<file path="config.mk">
export PLATFORM = sky130hd
export DESIGN_NAME = cas
export DESIGN_NICKNAME = d
export VERILOG_FILES = /design/src/rtl/cas_pkg.sv /design/src/rtl/cas_fp32_cmp.sv /design/src/rtl/cas.sv
export SDC_FILE = /design/constraint.sdc
export NUM_CORES = 1
export LEC_CHECK = 0
export CAP_MARGIN = 20
export CORE_ASPECT_RATIO = 0.5
export CORE_MARGIN = 1.5
export CORE_UTILIZATION = 46
export CTS_BUF_LIST = sky130_fd_sc_hd__clkbuf_4 sky130_fd_sc_hd__clkbuf_8 sky130_fd_sc_hd__clkbuf_16
export DETAILED_ROUTE_END_ITERATION = 6
export GPL_ROUTABILITY_DRIVEN = 0
export GPL_TIMING_DRIVEN = 0
export PLACE_DENSITY = 0.77
export SYNTH_ARGS = -nofsm -noshare
export SYNTH_HDL_FRONTEND = slang
export SYNTH_SLANG_ARGS = --single-unit
</file>
<file path="constraint.sdc">
create_clock -name clk -period 5.49 [get_ports clk]
set_input_delay 1.647 -clock clk [delete_from_list [all_inputs] [get_ports clk]]
set_output_delay 1.647 -clock clk [all_outputs]
set_load 0.05 [all_outputs]
</file>
<file path="src/rtl/cas_pkg.sv">
// Shared constants and types for the compare-and-swap sorting element.
package cas_pkg;
  localparam int unsigned ADDRW_DEF = 10;
  localparam int unsigned WL_DEF    = 32;
  localparam int unsigned SIGN_W    = 1;
  localparam int unsigned EXP_W     = 8;
  localparam int unsigned MAN_W     = 23;

  typedef struct packed {
    logic                 valid;
    logic [ADDRW_DEF-1:0] index;
    logic [WL_DEF-1:0]    value;
  } entry_t;

  function automatic logic is_nan(input logic [WL_DEF-1:0] x);
    return (x[WL_DEF-2 -: EXP_W] == '1) && (x[MAN_W-1:0] != '0);
  endfunction
endpackage

</file>
<file path="src/rtl/cas_fp32_cmp.sv">
// Combinational binary32 ordering: gt = (a > b), eq = (a == b).
// NaN ranks below every non-NaN, two NaNs compare equal, +0 equals -0.
module cas_fp32_cmp
  import cas_pkg::*;
(
  input  logic [31:0] a,
  input  logic [31:0] b,
  output logic        gt,
  output logic        eq
);
  logic                    a_nan, b_nan, a_sgn, b_sgn;
  logic [EXP_W+MAN_W-1:0]  a_mag, b_mag;

  always_comb begin
    a_nan = is_nan(a);
    b_nan = is_nan(b);
    a_sgn = a[31];
    b_sgn = b[31];
    a_mag = a[EXP_W+MAN_W-1:0];
    b_mag = b[EXP_W+MAN_W-1:0];
    gt    = 1'b0;
    eq    = 1'b0;
    if (a_nan && b_nan) begin
      eq = 1'b1;
    end else if (a_nan) begin
      gt = 1'b0;
    end else if (b_nan) begin
      gt = 1'b1;
    end else if (a_mag == '0 && b_mag == '0) begin
      eq = 1'b1;
    end else if (a_sgn != b_sgn) begin
      gt = ~a_sgn;
    end else begin
      // Same sign: larger magnitude wins for positives, loses for negatives.
      eq = (a_mag == b_mag);
      gt = a_sgn ? (a_mag < b_mag) : (a_mag > b_mag);
    end
  end
endmodule

</file>
<file path="src/rtl/cas.sv">
// Registered compare-and-swap element; port 1 carries the winning entry.
// Build option: define CAS_ASCENDING_EN for ascending order (default descending).
module cas
  import cas_pkg::*;
#(
  parameter int unsigned ADDRW = ADDRW_DEF,
  parameter int unsigned WL    = WL_DEF
) (
  input  logic             clk,
  input  logic             rst,
  input  logic             ena,
  input  logic             valid1,
  input  logic             valid2,
  input  logic [ADDRW-1:0] index1,
  input  logic [ADDRW-1:0] index2,
  input  logic [WL-1:0]    value1,
  input  logic [WL-1:0]    value2,
  output logic             outvalid1,
  output logic             outvalid2,
  output logic [ADDRW-1:0] outindex1,
  output logic [ADDRW-1:0] outindex2,
  output logic [WL-1:0]    outvalue1,
  output logic [WL-1:0]    outvalue2
);
  typedef struct packed {
    logic             valid;
    logic [ADDRW-1:0] index;
    logic [WL-1:0]    value;
  } ent_t;

  ent_t e1, e2, o1, o2;
  logic gt21, eq21, better21, swap;

  cas_fp32_cmp u_cmp (
    .a  (value2),
    .b  (value1),
    .gt (gt21),
    .eq (eq21)
  );

  always_comb begin
    e1 = '{valid: valid1, index: index1, value: value1};
    e2 = '{valid: valid2, index: index2, value: value2};
`ifdef CAS_ASCENDING_EN
    // Comparator sinks NaN to the bottom; ascending needs it on top instead.
    if (is_nan(value1) && !is_nan(value2))
      better21 = 1'b1;
    else if (is_nan(value2))
      better21 = 1'b0;
    else
      better21 = !gt21 && !eq21;
`else
    better21 = gt21;
`endif
    swap = (valid2 && !valid1) ||
           (valid2 && valid1 && (better21 || (eq21 && (index2 < index1))));
  end

  always_ff @(posedge clk) begin
    if (rst) begin
      o1 <= '0;
      o2 <= '0;
    end else if (ena) begin
      o1 <= swap ? e2 : e1;
      o2 <= swap ? e1 : e2;
    end
  end

  always_comb begin
    outvalid1 = o1.valid;
    outindex1 = o1.index;
    outvalue1 = o1.value;
    outvalid2 = o2.valid;
    outindex2 = o2.index;
    outvalue2 = o2.value;
  end
endmodule

</file>
Word-level counts from Yosys, hierarchy flattened. Cells that the tools add are included.

Memory bits (read-only): 0. Output and inout bits: 86. Word-level logic and storage cells: 42. Flip-flop bits (word level): 86. Latch bits: 0. Memories kept: 0. Bits of input ports: 89. RAM bits: 0.

Multiplexer cells: 13. Equality and inequality tests: 4. Order comparisons: 3. Shift operators: 0. Divide/modulo/power cells: 0. $add $sub $neg: 0. Bitwise logic cells: 1. Reductions and logical operators: 15. $mul: 0.

Operator list (number): 43-bit 2-to-1 mux (2); 31-bit logical NOT (2); 23-bit nonzero test (2); 31-bit == test (1); 31-bit > comparator (1); 31-bit less-than comparator (1); 8-bit == test, second input constant (2); 1-bit 2-to-1 mux (11); 10-bit less-than comparator (1); 1-bit logical AND (8); 1-bit logical OR (2); 1-bit logical NOT (1); 1-bit != test (1); 1-bit inverter (1).

Depth between registers and ports, before layout.
Word-level depth: 11. Gate-level depth with buffers: 13.

Modules after synthesis. Synthesis repeated with hierarchy kept, for this count alone.

Cells, all modules: 785. Area, all modules: 6319.8 um2.

By module, submodules not included: cas (cells an instance 632, area each 5295.1 um2, seq. area each 1721.7 um2, times used 1); cas_fp32_cmp (cells an instance 153, area each 1024.7 um2, seq. area each 0.0 um2, times used 1).

Worst setup path after synthesis. OpenSTA, ideal clock, no wires.

Kind: input to register. Start point: input value1[4]. End point: register o1, in the netlist outindex1[9]. Setup time: 0.136 ns. Buffers on the path: 2. Cell stages on the path: 12. Arrival time: 3.976 ns. Setup slack: 1.378 ns. Cell sequence: inv_1 -> ha_1 -> a211oi_1 -> nor2_1 -> o31a_1 -> o41a_1 -> o21a_1 -> o21bai_2 -> buf_2 -> clkbuf_1 -> a2111oi_0 -> a211oi_1.

Word-level cells in the longest chain between the ends: 11. Elaborated cells between the ends (all ways): 24. Those cells by class: order compare: 2; eq/ne: 1; mux: 12; reduce/logical: 9.

RTL lines: start, declared (RTL line cas.sv:16) `input logic [WL-1:0] value1,`; 31-bit > comparator, or another cell as far along (RTL line cas_fp32_cmp.sv:36) `gt = a_sgn ? (a_mag < b_mag) : (a_mag > b_mag);`; 1-bit 2-to-1 mux, or another cell as far along (RTL line cas_fp32_cmp.sv:36); 1-bit 2-to-1 mux, on equally long branches (RTL line cas_fp32_cmp.sv:31, cas_fp32_cmp.sv:29); 1-bit 2-to-1 mux, on equally long branches (RTL line cas_fp32_cmp.sv:29, cas_fp32_cmp.sv:27); 1-bit 2-to-1 mux, on equally long branches (RTL line cas_fp32_cmp.sv:27, cas_fp32_cmp.sv:25); 1-bit 2-to-1 mux, on equally long branches (RTL line cas_fp32_cmp.sv:25, cas_fp32_cmp.sv:23); 1-bit 2-to-1 mux / 1-bit logical AND (equally long branches) (RTL line cas_fp32_cmp.sv:23, cas.sv:56); 1-bit logical OR * (RTL line cas.sv:56) `(valid2 && valid1 && (better21 || (eq21 && (index2 < index1))));`; 1-bit logical AND * (RTL line cas.sv:56); 1-bit logical OR * (RTL line cas.sv:55) `swap = (valid2 && !valid1) ||`; 43-bit 2-to-1 mux * (RTL line cas.sv:64) `o1 <= swap ? e2 : e1;`; end signal, assigned (RTL line cas.sv:64); end, declared (RTL line cas.sv:31) `ent_t e1, e2, o1, o2;`.

Every way passes the cells marked *; elsewhere a longest branch is shown, timed or not. A chain may end at the register's enable or synchronous reset.

Worst setup path after layout.
Start point: input value1[29]. End point: register o2, in the netlist outvalue2[25].

Word-level cells in the longest chain between the ends: 11. Elaborated cells between the ends (all ways): 24. Those cells by class: order compare: 2; eq/ne: 2; mux: 12; reduce/logical: 8.

RTL lines: 31-bit > comparator, or another cell as far along (RTL line cas_fp32_cmp.sv:36); 1-bit 2-to-1 mux, or another cell as far along (RTL line cas_fp32_cmp.sv:36); 1-bit 2-to-1 mux, on equally long branches (RTL line cas_fp32_cmp.sv:31, cas_fp32_cmp.sv:29); 1-bit 2-to-1 mux, on equally long branches (RTL line cas_fp32_cmp.sv:29, cas_fp32_cmp.sv:27); 1-bit 2-to-1 mux, on equally long branches (RTL line cas_fp32_cmp.sv:27, cas_fp32_cmp.sv:25); 1-bit 2-to-1 mux, on equally long branches (RTL line cas_fp32_cmp.sv:25, cas_fp32_cmp.sv:23); 1-bit 2-to-1 mux / 1-bit logical AND (equally long branches) (RTL line cas_fp32_cmp.sv:23, cas.sv:56); 1-bit logical OR * (RTL line cas.sv:56); 1-bit logical AND * (RTL line cas.sv:56); 1-bit logical OR * (RTL line cas.sv:55); 43-bit 2-to-1 mux * (RTL line cas.sv:65) `o2 <= swap ? e1 : e2;`; end signal, assigned (RTL line cas.sv:65); end, declared (RTL line cas.sv:31).

Marks and branches as above.

==> results.md <==
- Status: finished, final reports clean
- Worst hold path class: reg -> reg
- I/O Buffers: 172
- Setup TNS: 0 ns
- Critical R2R Capture: outvalue2[8]
- Slew @ Worst Pin: 0.690 ns
- Nets: roughly 1100
- Layout cells sized above 1: 0.0311
- Initial Util: 0.470
- Tmin final: about 5.1 ns
- Crit path launch type: primary input
- Post-CTS setup buffers: 0
- Fin crit share: 0.937
- Fin cells: 1141
- Flop-to-flop setup slack: 4.75 ns
- Initial antenna violation count: 0
- Worst r2r src: outvalue2[8]
- CP startpoint: value1[29]
- Routed WL: 22400 um
- Final Skew: 0 ns
- I/O pin count: 175
- Unique masters post-synth: 36
- Core area: between 10000 and 15000 um2
- RSZ-0062 raised after global routing: false
- Register area share after synthesis: 0.272
- Cts hold-fix bufs: 0
- Leak: 3.20 nW
- Grt total ovfl: 0
- CTS buffer count: 9
- Yosys reg bits: 86
- Fin. max-slew vios: 0
- CTS tree: done
- Clock latency at the later pin of the worst-skew pair: between 0.3 and 0.4 ns
- DRC: 0
- # setup viols final: 0
- Post-DRT Antenna Nets: 0
- First-pass GRT wire length: 34900 um
- Worst setup path endpoint: outvalue2[25]
- Synth Instances: 778
- Vias per cell: between 6 and 7
- ANT cells: 0
- Layout overhead on the synthesized area: 35.7%
- CTS Buffer Depth: 2
- Routed wire per std cell: 19.6 um
- Peak VDD IR: roughly 0.00015 V
- Synthesized area: 6330 um2
- Resize count post-CTS: 0
- Worst EP arrival: ~5.4 ns
- Fillcell total: about 1200
- Critical path type: in -> reg
- Chip height: between 80 and 90 um
- Synth Area per Inst: 8.14 um2
- FF-to-FF path depth: 2
- Commonest non-fill, non-tap cells in the layout: 172 x clkdlybuf4s50_1, 87 x a211oi_1, 86 x dfxtp_1
- Vias in the first global route: 6503
- Most common cell after layout, fill and taps aside: clkdlybuf4s50_1
- Die Wd: between 150 and 200 um
- CTS root buffer: clkbuf_16
- 1st-pass router iterations: 5
- Inst Count DP: 1126
- YS warnings: 0
- FMAX: ~190 MHz
- All-Layer GR Usage: 0.303
- Clock sinks: 86
- CP Capture Type: register
- DR vias: 7055
- CTS HTree Levels: 3
- Worst rel slew slack: 0.540
- 1st-iter DRT viols: just over 600
- CTS clk-pin slew, worst paths: 0.06 ns
- Row count: 30
- Pwr Total: 0.00209 W
- CP max FO: 10
- Die area: 14500 um2
- Post-synth net total: 907
- Final Hold Viols: 0
- PwrDens: 243 nW/um2
- Largest net degree at the start of global routing: 14
- Post-DP HPWL: about 17000 um
- Maxcap violations: 0
- CP required: 5.69 ns
-- worst max-delay path: stages --
cell and delay, ns:
clkdlybuf4s50_1 0.57, inv_1 0.09, ha_1 0.33, nand4_1 0.22, nor4_2 0.54, and3_1 0.25, o211ai_1 0.11, o21ai_2 0.11
a21oi_1 0.16, clkbuf_1 0.32, clkbuf_1 0.29, a2111oi_0 0.60, a211oi_1 0.10
-- synth_stat cells --
cell type,instances,area share
a2111oi_0,84,0.12
a211o_1,1,0.0014
a211oi_1,87,0.10
a21boi_0,1,0.0012
a21o_1,3,0.0036
a21oi_1,14,0.011
a21oi_2,1,0.0014
a221oi_1,2,0.0028
a2bb2oi_1,1,0.0014
and3_1,1,0.00099
buf_2,4,0.0032
buf_6,7,0.012
clkbuf_1,71,0.042
dfxtp_1,86,0.27
ha_1,40,0.079
inv_1,43,0.025
nand2_1,50,0.030
nand2b_1,46,0.045
nand3_1,5,0.0040
nand3b_1,1,0.0012
nand4_1,15,0.015
nor2_1,9,0.0053
nor2b_1,84,0.083
nor3_1,3,0.0024
nor4_1,19,0.019
o2111ai_1,1,0.0014
o211ai_1,2,0.0024
o21a_1,2,0.0024
o21ai_0,4,0.0032
o21ai_1,2,0.0016
o21ai_2,1,0.0014
o21bai_1,84,0.10
o21bai_2,1,0.0018
o31a_1,1,0.0014
o41a_1,1,0.0018
xnor2_1,1,0.0014
-- worst min-delay path by stage --
stage / start / end / slack, ns / depth (start not counted)
global route: outvalid1 / outvalid1 / 0.50 / 2
floorplan: outvalid2 / outvalid2 / 0.69 / 2
finish: outvalid2 / outvalid2 / 0.49 / 2
detailed placement: outvalid2 / outvalid2 / 0.48 / 2
global placement: outvalid2 / outvalid2 / 0.46 / 2
CTS: outvalid2 / outvalid2 / 0.49 / 2
-- power breakdown --
group	total (W)	internal, W	switching, W
clock network	0.000669	0.000406	0.000263
logic	0.000713	0.000266	0.000447
registers	0.000707	0.000677	0.0000302
-- metal layers --
metal / GRT usage / up-vias / part of all wire
met1: 0.420 / 3330 / 0.45
met3: 0.0692 / 45 / 0.091
met4: 0.0763 / 0 / 0.017
met5: 0 / - / 0
met2: 0.476 / 386 / 0.44
li1: - / 3294 / -
-- logic make-up after synthesis --
logic type / synth area share
fa+ha+maj: 0.0791
buf+inv: 0.0832
xor+xnor: 0.00138
simple gates: 0.206
flops: 0.272
compound gates: 0.359
-- per-stage QoR --
| stage | hold slack, ns | worst slack (ns) | area, um2 | utilization |
|---|---|---|---|---|
| 2_1_floorplan | 0.691 | 1.38 | 6330 | - |
| 3_3_place_gp | 0.463 | 0.0203 | 8270 | 0.614 |
| 3_5_place_dp | 0.475 | -0.0759 | 8270 | 0.614 |
| 4_1_cts | 0.485 | 0.286 | 8590 | 0.637 |
| 5_1_grt | 0.501 | 0.0466 | 8590 | 0.638 |
| 6_report | 0.487 | 0.347 | 8590 | 0.638 |
-- sequential cells by signal, summed over array words and instances (netlist names) --
register   flops
outvalid2      1
outindex1     10
outindex2     10
outvalid1      1
outvalue2     32
outvalue1     32
-- final cells by class --
class                           instances  area (um2)  share of cell area
Buffer                                 82         365              0.0425
Clock inverter                          4        72.6             0.00845
Multi-Input combinational cell        567        4090               0.476
Clock buffer                           11         240              0.0280
Timing Repair Buffer                  172        1720               0.200
Tap cell                              176         220              0.0256
Sequential cell                        86        1720               0.200
Inverter                               43         161              0.0188
Note: power is estimated with default switching activity, not from simulation.
